==> config.mk <==
export PLATFORM = sky130hd
export DESIGN_NAME = cache_repl_ctrl
export DESIGN_NICKNAME = d
export VERILOG_FILES = /design/src/rtl/cache_repl_ctrl_pkg.sv /design/src/rtl/cache_repl_ctrl.sv
export SDC_FILE = /design/constraint.sdc
export NUM_CORES = 1
export LEC_CHECK = 0
export ABC_AREA = 1
export CORE_UTILIZATION = 38
export DETAILED_ROUTE_END_ITERATION = 10
export PLACE_DENSITY_LB_ADDON = 0.12
export SETUP_SLACK_MARGIN = 0.1
export SYNTH_ARGS = -nofsm -noshare
export SYNTH_HDL_FRONTEND = slang
export SYNTH_SLANG_ARGS = --single-unit
==> constraint.sdc <==
create_clock -name clk -period 1.7 [get_ports clk]
set_input_delay 0.34 -clock clk [delete_from_list [all_inputs] [get_ports clk]]
set_output_delay 0.34 -clock clk [all_outputs]
set_load 0.02 [all_outputs]
==> src/rtl/cache_repl_ctrl_pkg.sv <==
// Shared cache package: replacement-controller state encoding, default
// geometry constants and the typedefs that go with that default geometry.
package cache_repl_ctrl_pkg;

    localparam int unsigned SET_SIZE_DEF    = 4;
    localparam int unsigned GROUP_NUM_DEF   = 128;
    localparam int unsigned LINE_WORDS      = 4;
    localparam int unsigned WAY_WIDTH_DEF   = $clog2(SET_SIZE_DEF);
    localparam int unsigned INDEX_WIDTH_DEF = $clog2(GROUP_NUM_DEF);
    localparam int unsigned BEAT_WIDTH_DEF  = $clog2(LINE_WORDS);

    typedef enum logic [1:0] {
        IDLE   = 2'd0,
        MISS   = 2'd1,
        REFILL = 2'd2,
        DONE   = 2'd3
    } state_e;

    typedef logic [WAY_WIDTH_DEF-1:0]   way_t;
    typedef logic [INDEX_WIDTH_DEF-1:0] index_t;
    typedef logic [BEAT_WIDTH_DEF-1:0]  beat_t;

    // True when a beat counter value addresses the final word of a line.
    function automatic logic beat_is_final(input logic [31:0] beat,
                                           input int unsigned  line_words);
        return (beat == 32'(line_words - 32'd1));
    endfunction

endpackage

==> src/rtl/cache_repl_ctrl.sv <==
// Replacement-side access controller. Drives the PLRU update port for m1 hits,
// and on a miss latches the PLRU victim, runs the refill read handshake,
// writes returned beats into the victim way and records the victim as
// most-recently-used on the final beat.
module cache_repl_ctrl
    import cache_repl_ctrl_pkg::*;
#(
    parameter int unsigned SET_SIZE    = 4,
    parameter int unsigned GROUP_NUM   = 128,
    parameter int unsigned LINE_WORDS  = 4,
    parameter int unsigned WAY_WIDTH   = $clog2(SET_SIZE),
    parameter int unsigned INDEX_WIDTH = $clog2(GROUP_NUM),
    parameter int unsigned BEAT_WIDTH  = $clog2(LINE_WORDS)
) (
    input  logic                   clk,
    input  logic                   resetn,
    // m1 lookup stage
    input  logic                   req_valid,
    input  logic [INDEX_WIDTH-1:0] req_index,
    input  logic                   hit,
    input  logic [WAY_WIDTH-1:0]   hit_way,
    output logic                   req_stall,
    // PLRU tracker
    input  logic [WAY_WIDTH-1:0]   lru_way,
    output logic                   upd_valid,
    output logic [INDEX_WIDTH-1:0] upd_index,
    output logic [WAY_WIDTH-1:0]   upd_way,
    // refill bus
    output logic                   rd_req,
    output logic [INDEX_WIDTH-1:0] rd_index,
    input  logic                   rd_rdy,
    input  logic                   ret_valid,
    input  logic                   ret_last,
    // data array write port
    output logic                   refill_we,
    output logic [WAY_WIDTH-1:0]   refill_way,
    output logic [BEAT_WIDTH-1:0]  refill_word,
    output logic                   refill_done
);

    state_e                 state_q,      state_d;
    logic [INDEX_WIDTH-1:0] miss_index_q, miss_index_d;
    logic [WAY_WIDTH-1:0]   victim_q,     victim_d;
    logic [BEAT_WIDTH-1:0]  beat_q,       beat_d;
    // Set once the last word of the line has been written; further beats
    // without ret_last are dropped instead of overwriting word 0 again.
    logic                   full_q,       full_d;

    // State and datapath registers, cleared asynchronously so a reset aborts
    // any refill in flight.
    always_ff @(posedge clk or negedge resetn) begin
        if (!resetn) begin
            state_q      <= IDLE;
            miss_index_q <= '0;
            victim_q     <= '0;
            beat_q       <= '0;
            full_q       <= 1'b0;
        end else begin
            state_q      <= state_d;
            miss_index_q <= miss_index_d;
            victim_q     <= victim_d;
            beat_q       <= beat_d;
            full_q       <= full_d;
        end
    end

    // Next-state and datapath update: capture the miss context, advance the
    // beat counter (saturating at the final word) and sequence the refill.
    always_comb begin
        state_d      = state_q;
        miss_index_d = miss_index_q;
        victim_d     = victim_q;
        beat_d       = beat_q;
        full_d       = full_q;
        case (state_q)
            IDLE: begin
                if (req_valid && !hit) begin
                    state_d      = MISS;
                    miss_index_d = req_index;
                    victim_d     = lru_way;
                    beat_d       = '0;
                    full_d       = 1'b0;
                end else begin
                    state_d      = IDLE;
                end
            end
            MISS: begin
                // Beats arriving alongside rd_rdy are not yet accepted.
                if (rd_rdy) begin
                    state_d = REFILL;
                end else begin
                    state_d = MISS;
                end
            end
            REFILL: begin
                if (ret_valid) begin
                    if (full_q) begin
                        beat_d = beat_q;
                    end else if (beat_is_final(32'(beat_q), LINE_WORDS)) begin
                        full_d = 1'b1;
                    end else begin
                        beat_d = beat_q + BEAT_WIDTH'(1);
                    end
                    if (ret_last) begin
                        state_d = DONE;
                    end else begin
                        state_d = REFILL;
                    end
                end else begin
                    state_d = REFILL;
                end
            end
            DONE: begin
                state_d = IDLE;
            end
            default: begin
                state_d = IDLE;
            end
        endcase
    end

    // Output decode. Outside IDLE the PLRU index stays on the missing set so
    // lru_way for an unrelated set is never consumed.
    always_comb begin
        req_stall   = 1'b1;
        upd_valid   = 1'b0;
        upd_index   = miss_index_q;
        upd_way     = victim_q;
        rd_req      = 1'b0;
        rd_index    = miss_index_q;
        refill_we   = 1'b0;
        refill_way  = victim_q;
        refill_word = beat_q;
        refill_done = 1'b0;
        case (state_q)
            IDLE: begin
                req_stall = req_valid & ~hit;
                upd_valid = req_valid & hit;
                upd_index = req_index;
                upd_way   = hit_way;
            end
            MISS: begin
                rd_req = 1'b1;
            end
            REFILL: begin
                refill_we = ret_valid & ~full_q;
                upd_valid = ret_valid & ret_last;
            end
            DONE: begin
                refill_done = 1'b1;
            end
            default: begin
                req_stall = 1'b1;
            end
        endcase
    end

endmodule
==> key figures, run 1 <==
Layout
  • Register area: 350.3 um^2
  • Cell Count, Final, Fillers Out: 195
  • Multi-input logic area: 436.7 um^2
  • Share of layout cells above drive strength 1: 0.4286
  • Ant diodes: 0
  • Fillers: 154
  • Net count, final: 188
  • Syn-to-layout area delta: 83.03%

Job
  • MaxCap Viol Count: 0

Drt
  • Routed Antenna Nets: 0
  • Vias: 895
  • Vias per inst: 4.590
  • Initial DRC Count: 6
  • Drt wl/cell: 11.37 um
  • Drt first pass iters: 4
  • Drt drc: 0
  • Drt total wl: 2217 um

GRT
  • Largest net degree at the start of global routing: 17
  • Vias in the first global route: 865
  • First-pass GRT wire length: 3512 um
  • Gr usage total: 0.1933
  • Initial antenna violation count: 0
  • Total gr overflow: 0

Clocking
  • Clock sinks: 14
  • Reg clk slew, reported paths: 90 ps
  • Clk Latency, worst-skew pair: 280 ps
  • CTS hold repair buffers: 0
  • Root buf cell: clkbuf_4
  • CTS Buffer Depth: 2
  • CTS Buf Count: 3
  • H-tree depth: 1
  • CTS tree: built

Worst setup path
  • CP dominant cell by count: buf_6
  • Worst Setup End Kind: output port
  • Worst Setup Start Kind: flip-flop
  • R2r worst-path depth: 7
  • Crit path DAT: 1300 ps
  • RR Endpoint: rd_index[0]
  • CP Data Required Time: 1360 ps
  • Top delay family on crit path: flip-flops
  • CP Buf/Inv Count: 2
  • Worst R2R Start: state_q[0]
  • Crit path max fanout: 6
  • Setup CP Type: reg2out
  • Slowest cell on the critical path: dfrtp_1
  • Worst reg2reg setup slack: 290 ps
  • CP max stage delay: 430 ps
  • CP Cell Sequence: nor2_4 -> buf_6 -> nand3_2 -> nand2_2 -> buf_6

Synth
  • Post-Synthesis Net Count: 121
  • Seq/Total Area, Yosys: 0.4242
  • Register bit total from synthesis: 14
  • Post-Syn Area: 825.8 um^2
  • Netlist cell types: 16
  • Synth Instances: 102
  • Avg Inst Size Synth: 8.096 um^2
  • Synth warn: 0

Place
  • IO Port Bufs: 42
  • Placer Congestion: 0.6738
  • Hpwl dp: 1489 um
  • Pre-CTS WS: -299.6 ps
  • Placed Instances: 185

Floorplanning
  • Initial core utilization: 0.4125
  • Core Region: 2002 um^2
  • Rows: 16
  • Die width: 48.62 um
  • Die ar.: 2363 um^2
  • # IOs: 43
  • Die Height: 48.62 um

Pwr
  • Pwr/cell area: 1772 nW/um^2
  • Worst vdd ir: 0.001094 V
  • LEAKAGE: 0.8415 nW

STA
  • Max Slew Vio Count: 0
  • RSZ-0062 raised after global routing: true
  • Final hold violations: 0
  • Fmax: 0.6103 GHz
  • Final worst slack: 61.44 ps
  • Fin crit share: 0.9639
  • Clk_skew: 5.201 ps
  • Slew of the pin with the lowest slew margin: 245.9 ps
  • Final setup fails: 0
  • Final min period: 1639 ps
  • Rel. slew slack: 0.8350

Status
  • Outcome: finished, final reports clean

Worst hold path
  • Hold Crit Class: in2async
## final cells by class
type                       count  area share
clock buffer                   4     0.02401
inverter                      15     0.04222
multi-input combinational     71      0.2889
sequential                    14      0.2318
tap                           27     0.02235
timing repair buffer          64      0.3907
## power by group
part	total, mW	switching (mW)	leakage [nW]	internal [mW]
Clock	0.240	0.109	0.0210	0.130
Sequential	0.594	0.117	0.178	0.477
Combinational	1.84	1.02	0.642	0.824
## what timing repair did
action | in CTS | in global routing
endpoints found under the setup margin | 21 | 18
gates resized for setup | 88 | 18
setup buffers | 2 | 4
hold endpoints to repair | 0 | 0
pin swaps | 6 | 4
## metal layers
layer / vias to the layer above / share of wire / global-route usage
li1: 457 / - / -
met1: 404 / 0.38 / 0.2004
met2: 30 / 0.56 / 0.3750
met3: 4 / 0.037 / 0.04717
met4: 0 / 0.015 / 0.05882
met5: - / 0 / 0
## worst max-delay path by stage
stage / startpoint / endpoint / slack [ps] / depth (start not counted)
finish: state_q[0] / upd_valid / 60 / 5
floorplan: flip-flop / upd_index[0] / 250 / 4
detailed placement: req_valid / req_stall / -300 / 4
CTS: state_q[0] / upd_valid / 60 / 5
global placement: req_valid / req_stall / -250 / 4
global route: state_q[0] / refill_we / -20 / 5
## metrics by stage
step / power [mW] / hold WS, ps / TNS [ps] / util / instance area (um^2)
final: 2.678 / 364.1 / 0 / 0.7550 / 1511
after global routing: 2.871 / 377.1 / -28.10 / 0.7550 / 1511
after CTS: 2.567 / 360.5 / 0 / 0.7206 / 1443
after detailed placement: 2.342 / 486.7 / -2688 / 0.6925 / 1386
after global placement: 2.298 / 486.7 / -2442 / 0.6925 / 1386
after floorplan: 1.548 / 44.41 / 0 / - / 825.8
## cell families (layout without fill, tap and decap cells)
family	Yosys count	in the layout	synth area share
flops	14	14	0.4242
simple gates	53	53	0.2954
buf+inv	17	83	0.09999
fa+ha+maj	1	1	0.01515
compound gates	17	17	0.1652
## cells in the mapped netlist, drive strengths merged
| cell type | number | area [um^2] |
|---|---|---|
| nand2 | 38 | 157.7 |
| o21ai | 16 | 128.9 |
| inv | 15 | 56.30 |
| dfrtp | 14 | 350.3 |
| nand3 | 8 | 45.04 |
| nor2 | 7 | 41.29 |
| buf | 2 | 26.27 |
| ha | 1 | 12.51 |
| o211ai | 1 | 7.510 |
## cells in the final DEF (no fill, tap or decap)
| master | netlist | routed |
|---|---|---|
| nand2_1 | 36 | 30 |
| nor2_1 | 5 | 3 |
| buf_12 | 0 | 1 |
| nor2_2 | 0 | 1 |
| dfrtp_1 | 14 | 14 |
| o21ai_1 | 1 | 1 |
| nand2_2 | 0 | 6 |
| dlymetal6s2s_1 | 0 | 4 |
| clkbuf_8 | 0 | 1 |
| dlygate4sd2_1 | 0 | 7 |
| o21ai_2 | 13 | 14 |
| buf_2 | 0 | 3 |
| inv_6 | 0 | 1 |
| buf_4 | 0 | 23 |
| nand3_1 | 7 | 4 |
| clkdlybuf4s50_1 | 0 | 17 |
| nand3_2 | 1 | 4 |
| inv_1 | 14 | 13 |
| nand2_4 | 2 | 2 |
| nor2_4 | 2 | 3 |
| buf_6 | 1 | 9 |
| ha_1 | 1 | 1 |
| clkbuf_4 | 0 | 3 |
| o21ai_0 | 2 | 1 |
| inv_4 | 0 | 1 |
| o211ai_1 | 1 | 1 |
## state kept, by name, summed over array words and instances (netlist names), named ones only
name,count
rd_index,7
refill_way,2
refill_word,2
full_q,1
state_q,1
Power figures use the tool's default switching activity.
==> run 2, diff against run 1 <==
==> constraint.sdc (replaced) <==
create_clock -name clk -period 1.7 [get_ports clk]
set_input_delay 0.34 -clock clk [delete_from_list [all_inputs] [get_ports clk]]
set_output_delay 0.34 -clock clk [all_outputs]
set_load 0.05 [all_outputs]
==> run 2 against run 1 <==
Against the previous run:
- the run now ends with negative setup slack left
- count of clock-buffer cells in the layout unchanged
- final cell count down 7.2%
- non-clock buffer count decreased by 14
- via count decreased by 3.6%
- fmax is 4.1% lower
- worst setup slack got worse by 71 ps
- global-route usage is 0.067 points higher
- critical path type unchanged
- critical endpoint unchanged
- largest cell class unchanged
- highest routed layer unchanged
==> key figures, run 2 (synthesis results as in run 1) <==
Status
  • Outcome: finished with violations
  • Failing checks: negative setup slack

Layout
  • Net count, final: 174
  • Most common cell after layout, fill and taps aside: nand2_1
  • Finished Cell Area: 1540 um^2
  • Ant diodes: 0
  • Max reg flops: 7
  • Syn-to-layout area delta: 86.52%
  • Cell Count, Final, Fillers Out: 181
  • Share of layout cells above drive strength 1: 0.4545
  • Commonest cells after routing, fill and taps aside: 29 x nand2_1, 18 x buf_4, 16 x clkdlybuf4s50_1

Worst setup path
  • Setup CP Type: reg2out
  • Worst Setup End Kind: output port
  • Worst Setup Start Kind: flip-flop
  • Worst reg2reg setup slack: 230 ps
  • CP Data Required Time: 1360 ps
  • Crit path DAT: 1370 ps
  • Crit path max fanout: 6
  • R2r worst-path depth: 8
  • RR Endpoint: refill_word[1]

Clocking
  • Clk Latency, worst-skew pair: 290 ps
  • Reg clk slew, reported paths: 80 ps
  • CTS tree: built
  • CTS Buffer Depth: 2
  • Clock sinks: 14
  • CTS Buf Count: 3
  • H-tree depth: 1
  • Root buf cell: clkbuf_4

STA
  • Setup TNS: -9.466 ps
  • Rel. slew slack: 0.8153
  • Fin crit share: 1.006
  • Max Slew Vio Count: 0
  • RSZ-0062 raised after global routing: true
  • Final worst slack: -9.466 ps
  • Slew of the pin with the lowest slew margin: 276.3 ps
  • Final setup fails: 1
  • Final min period: 1709 ps
  • Final hold violations: 0
  • Fmax: 0.5850 GHz
  • Clk_skew: 1.212 ps
  • Hold Worst Slack: 358.9 ps

Floorplanning
  • Die Height: 48.62 um
  • Rows: 16
  • Die ar.: 2363 um^2
  • # IOs: 43
  • Die width: 48.62 um
  • Core Region: 2002 um^2
  • Initial core utilization: 0.4125

Place
  • Placed cell area: 1391 um^2
  • IO Port Bufs: 42
  • Hpwl dp: 1479 um
  • Placed Instances: 172
  • Placer Congestion: 0.6807

Drt
  • Initial DRC Count: 5
  • Drt drc: 0
  • Drt first pass iters: 4
  • Drt wl/cell: 12.18 um
  • Vias: 863
  • Drt total wl: 2205 um
  • Vias per inst: 4.768
  • Routed Antenna Nets: 0

GRT
  • Total gr overflow: 0
  • Initial antenna violation count: 0
  • First-pass GRT wire length: 3484 um
  • Vias in the first global route: 767
  • Gr usage total: 0.1940
  • Largest net degree at the start of global routing: 20

Worst hold path
  • Hold Crit Class: in2async

Job
  • MaxCap Viol Count: 0
run 2: worst max-delay path, stage by stage (launching register included):
cell	delay, ps
dfrtp_2	440
nor2_4	180
buf_6	160
nand3_4	80
nand2_4	90
buf_12	130
run 2: worst max-delay path by stage:
stage                               to  slack (ps)  depth (start not counted)
final                        upd_valid          -9                          5
after global routing         upd_valid         -70                          5
after CTS                 upd_index[2]           5                          4
after detailed placement     req_stall          20                          4
after global placement       req_stall         100                          4
after floorplan           upd_index[0]          30                          4
run 2: final cells by class:
cell class	instances	area (um^2)
inverter	15	61.31
fill	143	461.7
timing repair buffer	50	599.3
clock buffer	4	36.28
tap	27	33.78
sequential	14	352.8
multi-input combinational	71	456.7
run 2: routing by layer:
metal | track usage | vias up | share of wire
met3 | 0.04717 | 6 | 0.050
met5 | 0 | - | 0
met4 | 0.08824 | 0 | 0.026
met2 | 0.3380 | 35 | 0.54
met1 | 0.2222 | 394 | 0.38
li1 | - | 428 | -
run 2: per-stage QoR:
stage / setup WS [ps] / utilization
global route: -69.49 / 0.7694
CTS: 4.687 / 0.7438
global placement: 98.77 / 0.6950
detailed placement: 18.86 / 0.6950
floorplan: 30.44 / -
finish: -9.466 / 0.7694
run 2: what timing repair did:
action	CTS	global route
pin swaps	3	5
hold buffers	0	0
endpoints found under the hold margin	0	0
endpoints found under the setup margin	13	13
setup buffers	2	3
resized for setup	14	8
Power of run 2 is not shown: default switching activity piles up to over one toggle a cycle in this logic, so the estimate is an artifact.
